File: config.mk
export PLATFORM = sky130hd
export DESIGN_NAME = sm_add
export DESIGN_NICKNAME = d
export VERILOG_FILES = /design/src/rtl/sm_add.sv
export SDC_FILE = /design/constraint.sdc
export NUM_CORES = 1
export LEC_CHECK = 0
export ABC_AREA = 0
export BUFFER_PORTS_ARGS = -buffer_cell sky130_fd_sc_hd__buf_2
export CORE_MARGIN = 4
export CORE_UTILIZATION = 32
export CTS_CLUSTER_DIAMETER = 40
export DETAILED_ROUTE_END_ITERATION = 8
export PLACE_DENSITY = 0.54
export SYNTH_ARGS = -nofsm -noshare
export SYNTH_HDL_FRONTEND = slang
export SYNTH_SLANG_ARGS = --single-unit
export TNS_END_PERCENT = 5
File: constraint.sdc
create_clock -name clk -period 2.4 [get_ports clk]
set_clock_uncertainty 0.2 [all_clocks]
set_input_delay 0.36 -clock clk [delete_from_list [all_inputs] [get_ports clk]]
set_output_delay 0.36 -clock clk [all_outputs]
set_load 0.1 [all_outputs]
File: src/rtl/sm_add.sv
// Bit-serial sign-magnitude adder that reconstructs the minuend A from (buho, diff, B).
// Optional self-check against a reference minuend is enabled with the macro SM_ADD_CHECK_EN.
module sm_add #(
  parameter int WIDTH = 4,
  parameter int CNT_W = 4
) (
  input  logic             clk,
  input  logic             n_rst,
  input  logic             start,
  input  logic             buho,
  input  logic [WIDTH-1:0] diff,
  input  logic [WIDTH-1:0] B,
`ifdef SM_ADD_CHECK_EN
  input  logic [WIDTH-1:0] a_ref,
  output logic             mismatch,
`endif
  output logic             busy,
  output logic             done,
  output logic [WIDTH-1:0] A,
  output logic             ovf
);

  typedef enum logic [1:0] {
    IDLE = 2'd0,
    CALC = 2'd1,
    DONE = 2'd2
  } state_t;

  localparam logic [CNT_W-1:0] CNT_ZERO = CNT_W'(0);
  localparam logic [CNT_W-1:0] CNT_ONE  = CNT_W'(1);
  localparam logic [CNT_W-1:0] CNT_LAST = CNT_W'(WIDTH - 1);

  state_t           state_r, state_s;
  logic [CNT_W-1:0] cnt_r, cnt_s;
  logic             carry_r, carry_s;
  logic             sub_r, sub_s;
  logic [WIDTH-1:0] b_sh_r, b_sh_s;
  logic [WIDTH-1:0] d_sh_r, d_sh_s;
  logic [WIDTH-1:0] res_r, res_s;
  logic             busy_r, busy_s;
  logic             done_r, done_s;
  logic [WIDTH-1:0] a_r, a_s;
  logic             ovf_r, ovf_s;

  logic             bit_b_s, bit_d_s;
  logic             sum_bit_s, cout_s;
  logic [WIDTH-1:0] res_shift_s;

`ifdef SM_ADD_CHECK_EN
  logic [WIDTH-1:0] ref_r, ref_s;
  logic             mismatch_r, mismatch_s;
`endif

  // Next-state, datapath and output logic
  always_comb begin
    state_s  = state_r;
    cnt_s    = cnt_r;
    carry_s  = carry_r;
    sub_s    = sub_r;
    b_sh_s   = b_sh_r;
    d_sh_s   = d_sh_r;
    res_s    = res_r;
    busy_s   = busy_r;
    done_s   = 1'b0;
    a_s      = a_r;
    ovf_s    = ovf_r;
`ifdef SM_ADD_CHECK_EN
    ref_s      = ref_r;
    mismatch_s = mismatch_r;
`endif

    bit_b_s   = b_sh_r[0];
    bit_d_s   = d_sh_r[0];
    sum_bit_s = bit_b_s ^ bit_d_s ^ carry_r;
    // Same sum bit for add and subtract; only the carry/borrow chain differs.
    if (sub_r) begin
      cout_s = (~bit_b_s & bit_d_s) | (~(bit_b_s ^ bit_d_s) & carry_r);
    end else begin
      cout_s = (bit_b_s & bit_d_s) | (bit_b_s & carry_r) | (bit_d_s & carry_r);
    end
    res_shift_s = {sum_bit_s, res_r[WIDTH-1:1]};

    case (state_r)
      IDLE: begin
        if (start) begin
          sub_s   = buho;
          b_sh_s  = B;
          d_sh_s  = diff;
          res_s   = {WIDTH{1'b0}};
          carry_s = 1'b0;
          cnt_s   = CNT_ZERO;
          busy_s  = 1'b1;
          state_s = CALC;
`ifdef SM_ADD_CHECK_EN
          ref_s   = a_ref;
`endif
        end else begin
          state_s = IDLE;
        end
      end
      CALC: begin
        res_s   = res_shift_s;
        b_sh_s  = {1'b0, b_sh_r[WIDTH-1:1]};
        d_sh_s  = {1'b0, d_sh_r[WIDTH-1:1]};
        carry_s = cout_s;
        cnt_s   = cnt_r + CNT_ONE;
        if (cnt_r == CNT_LAST) begin
          a_s     = res_shift_s;
          ovf_s   = cout_s;
          done_s  = 1'b1;
          busy_s  = 1'b0;
          state_s = DONE;
`ifdef SM_ADD_CHECK_EN
          mismatch_s = (res_shift_s != ref_r) | cout_s;
`endif
        end else begin
          state_s = CALC;
        end
      end
      DONE: begin
        state_s = IDLE;
      end
      default: begin
        state_s = IDLE;
        busy_s  = 1'b0;
      end
    endcase
  end

  // State and datapath registers
  always_ff @(posedge clk or negedge n_rst) begin
    if (!n_rst) begin
      state_r <= IDLE;
      cnt_r   <= CNT_ZERO;
      carry_r <= 1'b0;
      sub_r   <= 1'b0;
      b_sh_r  <= {WIDTH{1'b0}};
      d_sh_r  <= {WIDTH{1'b0}};
      res_r   <= {WIDTH{1'b0}};
      busy_r  <= 1'b0;
      done_r  <= 1'b0;
      a_r     <= {WIDTH{1'b0}};
      ovf_r   <= 1'b0;
`ifdef SM_ADD_CHECK_EN
      ref_r      <= {WIDTH{1'b0}};
      mismatch_r <= 1'b0;
`endif
    end else begin
      state_r <= state_s;
      cnt_r   <= cnt_s;
      carry_r <= carry_s;
      sub_r   <= sub_s;
      b_sh_r  <= b_sh_s;
      d_sh_r  <= d_sh_s;
      res_r   <= res_s;
      busy_r  <= busy_s;
      done_r  <= done_s;
      a_r     <= a_s;
      ovf_r   <= ovf_s;
`ifdef SM_ADD_CHECK_EN
      ref_r      <= ref_s;
      mismatch_r <= mismatch_s;
`endif
    end
  end

  assign busy = busy_r;
  assign done = done_r;
  assign A    = a_r;
  assign ovf  = ovf_r;
`ifdef SM_ADD_CHECK_EN
  assign mismatch = mismatch_r;
`endif

endmodule

# Word level (Yosys, flattened, before mapping)
# Cells that the tools add are included.
# totals
regBits	27
input_bits	12
# op_classes
n_addsub	1
eq_ne	5
mux	18
bitwise_logic	13
reduce_logical	6
# ops
op	n
case mux 4 bit (2 select lines)	4
two-way mux 4 bit	3
two-way mux 1 bit	7
AND reduction 2 bit	3
AND 1 bit	5
adder 4 x 1 -> 4 bit, second input constant	1
equality test 4 x 2 -> 1 bit, second input constant	1
inequality test 2 bit, second input constant	2
case mux 2 bit (2 select lines)	1
NOT 1 bit	3
OR 1 bit	3
case mux 1 bit (3 select lines)	1
AND reduction 3 bit	1
equality test 2 x 1 -> 1 bit, second input constant	1
equality test 2 bit, second input constant	1
zero test 2 bit	1
two-way mux 2 bit	1
case mux 1 bit (2 select lines)	1
nonzero test 2 bit	1
XOR 1 bit	2

# Logic depth before layout (Yosys ltp)
# Gate-level depths: netlist of run 1.
# depth
depth_word	6
ltp_mapped	4
depth_no_buf	4

# Worst setup path before layout of run 1
# Ideal clock, no wire load.
# synth_path
path_kind	register -> register
from	register, netlist name done
to	register a_r[0] (netlist: A[0])
t_arrival_ns	1.678
required_ns	2.074
setup_slack_ns	0.396
stages_incl_launch_ff	5
n_path_buf	1
cell_sequence	dfrtp_1 nor2b_1 buf_4 nand2_2 mux2_2
# synth_rtl
element	line	rtl
to (signal assigned)	142	a_r <= {WIDTH{1'b0}};
to (signal assigned)	158	a_r <= a_s;
to (decl)	42	logic [WIDTH-1:0] a_r, a_s;

# Worst setup path in the final report of run 1
# layout_path
from	register state_r[0]
to	register a_r[1] (netlist: A[1])
# layout_between
elab_chain_len	2
# layout_rtl
element	line	rtl
from (decl)	33	state_t state_r, state_s;
from (signal assigned)	149	state_r <= state_s;
equality test 2 x 1 -> 1 bit	83	case (state_r)
AND reduction 2 bit (no line)	-	
# Every way passes these cells.
# A chain may end at the register's enable or synchronous reset.

==> results.md, run 1 <==
* Status: complete, no violations
* Die width at 66.9 um
* Final setup fails at 0
* Core Footprint at 0.00334 mm2
* Vias in the first global route at 844
* Sequential fraction of the synthesis area at 0.563
* Mapped Area at 0.00111 mm2
* Wire per inst at 12.8 um
* CTS buffer count at 3
* First-pass GRT wire length at 3660 um
* Share of layout cells above drive strength 1 at 0.272
* Pin count of the biggest net entering global routing at 26
* Fin nets at 130
* Post-cts resize count at 0
* Max-slew violations at 0
* Max H-tree Level at 1
* Worst setup path class: flip-flop to flip-flop
* Cts hold-fix bufs at 1
* Total gr overflow at 0
* Post-Route Utilization at 0.384
* CTS tree: built
* TritonRoute pass-1 iters at 4
* Syn. warnings at 0
* Clk Tree Root Cell: clkbuf_4
* Routed wire length at 2040 um
* Syn-to-layout area delta at 15.4%
* Hold WC Path Type: input pin to flip-flop
* Final Hold Viols at 0
* Worst-path clk slew at 0.13 ns
* Clock tree buffer depth at 2
* N_diodes at 0
* Aggregate global-route resource usage at 0.108
* Crit path max fanout at 14
* Post-synth cell types at 26
* # DRC at 0
* Async set-or-reset flop fraction in the synthesized netlist at 1.00
* Maximum VDD drop at 0.000397 V
* Clk_lat worst skew at 0.31 ns
* Cell row count at 21
* Post-synth top area share at 0.563
* Number of enable flip-flop cells after synthesis at 0
* Final std cells w/o fill at 160
* Main synth FF type: dfrtp_1
* Dpl cell area at 0.00125 mm2
* Ranking of synthesized cells by area: dfrtp_1 56%, mux2_2 7.1%, a22oi_1 4.1%, a22o_1 3.9%, fa_1 3.6%
* DIE HEIGHT at 66.9 um
* Initial antenna violation count at 0
* Crit path arrival time at 1.98 ns
* Area leader, netlist: dfrtp_1
* RSZ-0062 raised after global routing: no
* Post-DP HPWL at 1470 um
* Final Cell Area at 0.00128 mm2
* Port Buffers at 18
* Crit start category: flip-flop
* Fmax at 508 MHz
* IO Pins at 19
* Post-layout min period at 1.97 ns
* Worst Setup End Kind: flip-flop
* Routed Antenna Nets at 0
* Seq cells post-synth at 25
* Period utilization at 0.821
* Max transition margin at 0.368
* Drt via density at 4.78
* Die area at 0.00448 mm2
* Syn avg cell area at 11.8 um2
* Placer congestion estimate at 0.748
* Leak at 0.614 nW
* Req. time, crit path at 2.41 ns
* Via count at 765
* P per Cell Area at 1330 mW/mm2
* Clock sink total at 25
* Post-synthesis instance total at 94
* Post-CTS setup buffer count at 0
* Drt first-iter violations at 22
* Initial Utilization at 0.333
* Worst Tran Pin Value at 0.946 ns
* Inst Count DP at 155
* Max cap viols at 0
* Syn Nets at 109
* Setup TNS at 0 ns
cell usage after synthesis (all sizes together) (2+ instances only):
| master | instances |
|---|---|
| a22o | 5 |
| mux2i | 2 |
| inv | 6 |
| clkbuf | 2 |
| a22oi | 6 |
| nand2 | 10 |
| nor3b | 2 |
| nor2b | 3 |
| buf | 2 |
| mux2 | 7 |
| a21oi | 3 |
| dfrtp | 25 |
| o21ai | 8 |
| and2b | 3 |
| fa | 2 |
cell type report:
cell class / instances / area, um2
Fill cell: 340 / 2050
Sequential cell: 25 / 626
Multi-Input combinational cell: 59 / 443
Timing Repair Buffer: 20 / 108
Tap cell: 46 / 57.6
Clock buffer: 4 / 26.3
Inverter: 6 / 22.5
worst max-delay path, cell delays in order, from the launching register on:
cell	delay (ns)
dfrtp_1	0.61
nor2b_1	0.52
nand2_2	0.21
mux2_2	0.31
layout by cell type (no fill, tap or decap):
cell / n
o22ai_1: 1
clkbuf_4: 3
o21ai_0: 8
dfrtp_1: 25
buf_4: 1
ha_1: 1
a22oi_1: 6
o21bai_1: 1
a31oi_1: 1
dlygate4sd3_1: 1
nor2_1: 1
and2b_1: 3
nand2_2: 1
a22o_1: 5
clkbuf_1: 1
a21oi_1: 3
a211o_1: 1
a41oi_1: 1
fa_1: 2
nand2_1: 9
buf_2: 18
inv_1: 6
mux2_2: 7
nand3_1: 1
nor3b_1: 1
nor3b_2: 1
mux2i_1: 2
nor2b_1: 3
final timing paths:
path | end | startpoint | depth (start not counted) | slack [ns]
max in group asynchronous | cnt_r[0] | n_rst | 2 | 1.27
worst min-delay path | sub_r | buho | 2 | 0.07
worst max-delay path | A[1] | state_r[0] | 3 | 0.43
worst max register to register | A[1] | state_r[0] | 3 | 0.43
worst min register to register | d_sh_r[2] | d_sh_r[2] | 2 | 0.31
min in group asynchronous | sub_r | n_rst | 2 | 0.36
stage by stage:
stage / setup slack [ns] / power (mW) / hold slack [ns]
3_5_place_dp: 0.414 / 1.56 / 0.189
3_3_place_gp: 0.513 / 1.54 / 0.185
4_1_cts: 0.389 / 1.74 / 0.0627
2_1_floorplan: 0.396 / 1.39 / -0.136
5_1_grt: 0.252 / 1.85 / 0.0663
6_report: 0.430 / 1.71 / 0.0676
registers in the layout, summed over array words and instances (netlist names):
signal / cells
A: 4
b_sh_r: 4
busy: 1
carry_r: 1
cnt_r: 4
d_sh_r: 4
done: 1
ovf: 1
res_r: 3
state_r: 1
sub_r: 1
kinds of logic after synthesis:
kind of cell | after synthesis | synth area share
adders and majority gates | 3 | 0.0473
muxes | 9 | 0.0890
DFF | 25 | 0.563
buffers and inverters | 10 | 0.0383
AOI/OAI and AO/OA | 27 | 0.163
and+or+nand+nor | 20 | 0.0991
metal layers:
metal	part of all wire	vias up	global-route usage	routed length (um)
li1	-	370	-	-
met1	0.46	368	0.128	938
met2	0.47	25	0.187	961
met3	0.063	2	0.0371	129
met4	0.0068	0	0.0253	14
met5	0	-	0	0
power by group:
part           internal (mW)  switching [mW]  leakage (nW)  total [mW]
clock                 0.0649           0.119        0.0150       0.184
combinational          0.262           0.547         0.279       0.809
sequential             0.583           0.135         0.320       0.719
total                  0.910           0.802         0.614        1.71
Note: power is estimated with default switching activity, not from simulation.
==> run 2, diff against run 1 <==
==> constraint.sdc (replaced) <==
create_clock -name clk -period 1.86 [get_ports clk]
set_clock_uncertainty 0.2 [all_clocks]
set_input_delay 0.279 -clock clk [delete_from_list [all_inputs] [get_ports clk]]
set_output_delay 0.279 -clock clk [all_outputs]
set_load 0.1 [all_outputs]
==> run 2 against run 1 <==
Sequential share of layout area shrank 1.5 points; global-route usage increased by 0.099 points; power grew 32%; routed wire length rose by 0.44%; sequential power increased by 31%.
==> results.md, run 2 (synthesis results as in run 1) <==
* Status: complete, no violations (unchanged)
* Reg area at 627 um2 (was 626 um2)
* Routed Antenna Nets at 0 (unchanged)
* Wire per inst at 12.4 um (was 12.8 um)
* Die width at 66.9 um (unchanged)
* Total Power at 2.26 mW (was 1.71 mW)
* Maximum VDD drop at 0.000522 V (was 0.000397 V)
* CTS tree: built (unchanged)
* Max transition margin at 0.638 (was 0.368)
* Inst Count DP at 159 (was 155)
* Most common cell after layout, fill and taps aside: dfrtp_1 (unchanged)
* Hold path depth at 3 (was 2)
* Max stage delay on crit path at 0.53 ns (was 0.61 ns)
* Port Buffers at 18 (unchanged)
* Total gr overflow at 0 (unchanged)
* IO Pins at 19 (unchanged)
* Final Cell Area at 0.00133 mm2 (was 0.00128 mm2)
* Pin count of the biggest net entering global routing at 26 (unchanged)
* Max cap viols at 0 (unchanged)
* Req. time, crit path at 1.38 ns (was 2.41 ns)
* Worst path cell trace: clkbuf_4 (was nor2b_1 > nand2_2 > mux2_2)
* Leak at 0.635 nW (was 0.614 nW)
* Placer congestion estimate at 0.717 (was 0.748)
* Cell row count at 21 (unchanged)
* Crit path max fanout at 15 (was 14)
* Crit path arrival time at 1.23 ns (was 1.98 ns)
* Worst Reg-to-Reg Cells at 4 (was 3)
* Worst setup path class: flip-flop to output pin (was flip-flop to flip-flop)
* Final std cells w/o fill at 165 (was 160)
* Hold WC Path Type: input pin to flip-flop (unchanged)
* Crit start category: flip-flop (unchanged)
* Post-DP HPWL at 1550 um (was 1470 um)
* Worst Path Buf+Inv at 1 (was 0)
* RSZ-0062 raised after global routing: no (unchanged)
* Drt first-iter violations at 25 (was 22)
* Die area at 0.00448 mm2 (unchanged)
* Setup TNS at 0 ns (unchanged)
* Cell family with most CP delay: flip-flops (was simple AND/OR/NAND/NOR gates)
* Vias in the first global route at 814 (was 844)
* Fmax at 584 MHz
* Core Footprint at 0.00334 mm2 (unchanged)
* Multi-input logic area at 443 um2 (unchanged)
* Worst Tran Pin Value at 0.542 ns (was 0.946 ns)
* Clk Tree Root Cell: clkbuf_4 (unchanged)
* CTS buffer count at 3 (unchanged)
* N_diodes at 0 (unchanged)
* Worst-path clk slew at 0.13 ns (about the same)
* Final setup fails at 0 (unchanged)
* Post-layout min period at 1.71 ns
* Initial Utilization at 0.333 (unchanged)
* Most frequent cells in the layout: 24 x dfrtp_1, 17 x buf_2, 9 x nand2_1, 8 x o21ai_0, 7 x mux2_2 (was 25 x dfrtp_1, 18 x buf_2, 9 x nand2_1, 8 x o21ai_0, 7 x mux2_2)
* Via count at 776 (was 765)
* DIE HEIGHT at 66.9 um (unchanged)
* Aggregate global-route resource usage at 0.109 (was 0.108)
* Share of layout cells above drive strength 1 at 0.303 (was 0.272)
* Clk_lat worst skew at 0.31 ns (about the same)
* Clock tree buffer depth at 2 (unchanged)
* Routed wire length at 2050 um (was 2040 um)
* Fin nets at 135 (was 130)
* Clock sink total at 25 (unchanged)
* Drt via density at 4.70 (was 4.78)
* Post-Route Utilization at 0.397 (was 0.384)
* Final Hold Viols at 0 (unchanged)
* Layout fillers at 350 (was 340)
* Dpl cell area at 0.00128 mm2 (was 0.00125 mm2)
* Max-slew violations at 0 (unchanged)
* Max H-tree Level at 1 (unchanged)
* Worst Setup End Kind: output pin (was flip-flop)
* Period utilization at 0.920
* Initial antenna violation count at 0 (unchanged)
* P per Cell Area at 1700 mW/mm2 (was 1330 mW/mm2)
* First-pass GRT wire length at 3660 um (about the same)
* Post-CTS setup buffer count at 0 (unchanged)
* # DRC at 0 (unchanged)
* TritonRoute pass-1 iters at 4 (unchanged)
* CP max-delay cell: dfrtp_2 (was dfrtp_1)
* Syn-to-layout area delta at 19.4% (was 15.4%)
* Crit path depth at 1 (was 3)
run 2: area by class of cell:
class | count | area share
multi-input cells | 59 | 0.334
inverters | 6 | 0.0170
well taps | 46 | 0.0434
repair buffers | 25 | 0.113
clock buffers | 4 | 0.0198
flip-flops and latches | 25 | 0.473
run 2: timing repair:
action                                  4_1_cts  5_1_grt
hold endpoints to repair                     26        0
hold buffers                                  2        0
gates resized for setup                       0        1
endpoints found under the setup margin        0        1
run 2: worst reg2reg max path, delay by kind of cell (launching register included):
family / cells / cell delay, ns
flip-flops: 1 / 0.42
multiplexers: 1 / 0.31
AND/OR/NAND/NOR: 2 / 0.44
adder cells (fa/ha/maj): 1 / 0.20
run 2: worst paths after layout:
path | start | to | slack (ns)
worst max-delay path | done | done | 0.15
worst min-delay path | B[3] | b_sh_r[3] | 0.04
worst max register to register | cnt_r[0] | A[1] | 0.19
worst min register to register | d_sh_r[2] | d_sh_r[2] | 0.30
max in group asynchronous | n_rst | done | 0.81
min in group asynchronous | n_rst | res_r[3] | 0.27
run 2: per-stage QoR:
step | worst slack, ns | hold slack [ns]
after global placement | 0.267 | 0.0958
after detailed placement | 0.181 | 0.101
final | 0.149 | 0.0433
after CTS | 0.0370 | 0.0360
after global routing | 0.0733 | 0.0383
after floorplan | 0.145 | -0.217
run 2: metal layers:
layer	GRT usage	up-vias	wire length, um
li1	-	381	-
met1	0.133	371	966
met2	0.183	22	960
met3	0.0405	2	108
met4	0.0228	0	18
met5	0	-	0
run 2: power breakdown:
part | internal (mW) | leakage (nW) | total, mW | switching [mW]
clock network | 0.0837 | 0.0150 | 0.234 | 0.150
registers | 0.754 | 0.319 | 0.939 | 0.185
logic | 0.380 | 0.301 | 1.09 | 0.707
==> run 3, diff against run 2 <==
--- a/config.mk
+++ b/config.mk
@@ -11,6 +11,7 @@
 export CORE_UTILIZATION = 32
 export CTS_CLUSTER_DIAMETER = 40
 export DETAILED_ROUTE_END_ITERATION = 8
+export HOLD_SLACK_MARGIN = 0.05
 export PLACE_DENSITY = 0.54
 export SYNTH_ARGS = -nofsm -noshare
 export SYNTH_HDL_FRONTEND = slang
==> run 3 against run 2 <==
Clock power barely moved; flip-flop and latch count did not move; routed wire length rose by 1.4%; highest routed layer unchanged; cell area rose by 3.0%; largest cell class unchanged; register-to-register slack barely moved.
==> results.md, run 3 (synthesis results as in run 1) <==
* Pin count of the biggest net entering global routing at 26 (unchanged)
* Maximum VDD drop at 0.000522 V (about the same)
* Final Hold Viols at 0 (unchanged)
* Max transition margin at 0.638 (about the same)
* Max H-tree Level at 1 (unchanged)
* Most frequent cells in the layout: 24 x dfrtp_1, 17 x buf_2, 9 x nand2_1, 8 x o21ai_0, 7 x mux2_2 (unchanged)
* Final setup fails at 0 (unchanged)
* Post-layout min period at 1.72 ns (was 1.71 ns)
* Most common cell after layout, fill and taps aside: dfrtp_1 (unchanged)
* CTS tree: built (unchanged)
* Crit start category: flip-flop (unchanged)
* Worst-path clk slew at 0.13 ns (about the same)
* Period utilization at 0.923 (was 0.920)
* Max-slew violations at 0 (unchanged)
* Setup TNS at 0 ns (unchanged)
* N_diodes at 0 (unchanged)
* Worst reg2reg setup slack at 0.19 ns (about the same)
* Dpl ws at 0.181 ns (unchanged)
* Cell row count at 21 (unchanged)
* Die width at 66.9 um (unchanged)
* Worst setup path class: flip-flop to output pin (unchanged)
* Worst Tran Pin Value at 0.544 ns (was 0.542 ns)
* TritonRoute pass-1 iters at 4 (unchanged)
* Routed Antenna Nets at 0 (unchanged)
* Total gr overflow at 0 (unchanged)
* Initial antenna violation count at 0 (unchanged)
* CP max-delay cell: dfrtp_2 (unchanged)
* RSZ-0062 raised after global routing: no (unchanged)
* CTS buffer count at 3 (unchanged)
* Wire per inst at 12.3 um (was 12.4 um)
* Post-DP HPWL at 1550 um (unchanged)
* Syn-to-layout area delta at 23.0% (was 19.4%)
* Setup ws final at 0.143 ns (was 0.149 ns)
* Aggregate global-route resource usage at 0.110 (was 0.109)
* Port Buffers at 18 (unchanged)
* Drt via density at 4.72 (was 4.70)
* Clk_lat worst skew at 0.31 ns (about the same)
* Cell family with most CP delay: flip-flops (unchanged)
* Max cap viols at 0 (unchanged)
* Crit path arrival time at 1.24 ns (was 1.23 ns)
* Fmax at 583 MHz (was 584 MHz)
* DIE HEIGHT at 66.9 um (unchanged)
* Drt first-iter violations at 22 (was 25)
* Core Footprint at 0.00334 mm2 (unchanged)
* Placer congestion estimate at 0.717 (unchanged)
* # DRC at 0 (unchanged)
* Initial Utilization at 0.333 (unchanged)
* Max stage delay on crit path at 0.53 ns (about the same)
* Die area at 0.00448 mm2 (unchanged)
* Worst path cell trace: clkbuf_4 (unchanged)
* First-pass GRT wire length at 3700 um (was 3660 um)
* Routed wire length at 2080 um (was 2050 um)
* Final Cell Area at 0.00137 mm2 (was 0.00133 mm2)
* Via count at 798 (was 776)
* Hold WC Path Type: input pin to flip-flop (unchanged)
* Crit path max fanout at 15 (unchanged)
* Fin nets at 139 (was 135)
* Worst Setup End Kind: output pin (unchanged)
* Worst Path Buf+Inv at 1 (unchanged)
* Hold_ws at 0.0699 ns (was 0.0433 ns)
* Post-CTS setup buffer count at 0 (unchanged)
* Clock tree buffer depth at 2 (unchanged)
* P per Cell Area at 1660 mW/mm2 (was 1700 mW/mm2)
* Dpl cell area at 0.00128 mm2 (unchanged)
* Leak at 0.652 nW (was 0.635 nW)
* Status: complete, no violations (unchanged)
* Clock sink total at 25 (unchanged)
* Req. time, crit path at 1.38 ns (about the same)
* Share of layout cells above drive strength 1 at 0.293 (was 0.303)
* IO Pins at 19 (unchanged)
* Clk Tree Root Cell: clkbuf_4 (unchanged)
* Vias in the first global route at 812 (was 814)
-- run 3: cell types whose count changed in the layout (fill, tap and decap cells not counted) --
cell | previous run | this run
dlygate4sd3_1 | 2 | 6
-- run 3: final cells by class --
type	instances	area, um2
tap	46	57.6
multi-input combinational	59	443
clock buffer	4	26.3
inverter	6	22.5
sequential	25	627
timing repair buffer	29	190
fill	347	1970
-- run 3: worst reg2reg max path: cells and delay by family, from the launching register on --
kind	cells	cell delay, ns
and+or+nand+nor	2	0.44
DFF	1	0.42
adders and majority gates	1	0.20
muxes	1	0.31
-- run 3: per-stage QoR --
step	util	power, mW	instances
final	0.409	2.27	169
after CTS	0.409	2.30	169
after global placement	0.383	2.04	159
after detailed placement	0.383	2.05	159
after global routing	0.409	2.44	169
after floorplan	-	1.80	94
-- run 3: path summary, 6_finish.rpt --
| check | from | endpoint | cells after the start |
|---|---|---|---|
| max | done | done | 1 |
| min | diff[1] | d_sh_r[1] | 3 |
| max reg2reg | cnt_r[0] | A[1] | 4 |
| min reg2reg | d_sh_r[1] | d_sh_r[1] | 2 |
| max in group asynchronous | n_rst | done | 2 |
| min in group asynchronous | n_rst | res_r[3] | 2 |
-- run 3: report_power, final --
group | switching (mW) | internal (mW)
Sequential | 0.186 | 0.754
Clock | 0.151 | 0.0837
Combinational | 0.708 | 0.385
-- run 3: repair_timing --
| action | CTS | global route |
|---|---|---|
| gates resized for setup | 0 | 1 |
| hold endpoints to repair | 30 | 0 |
| hold buffers | 6 | 0 |
| endpoints found under the setup margin | 0 | 1 |
-- run 3: routing by layer --
metal | share of wire | global-route usage
met4 | 0.0086 | 0.0228
met1 | 0.46 | 0.131
met5 | 0 | 0
met2 | 0.48 | 0.188
met3 | 0.060 | 0.0422
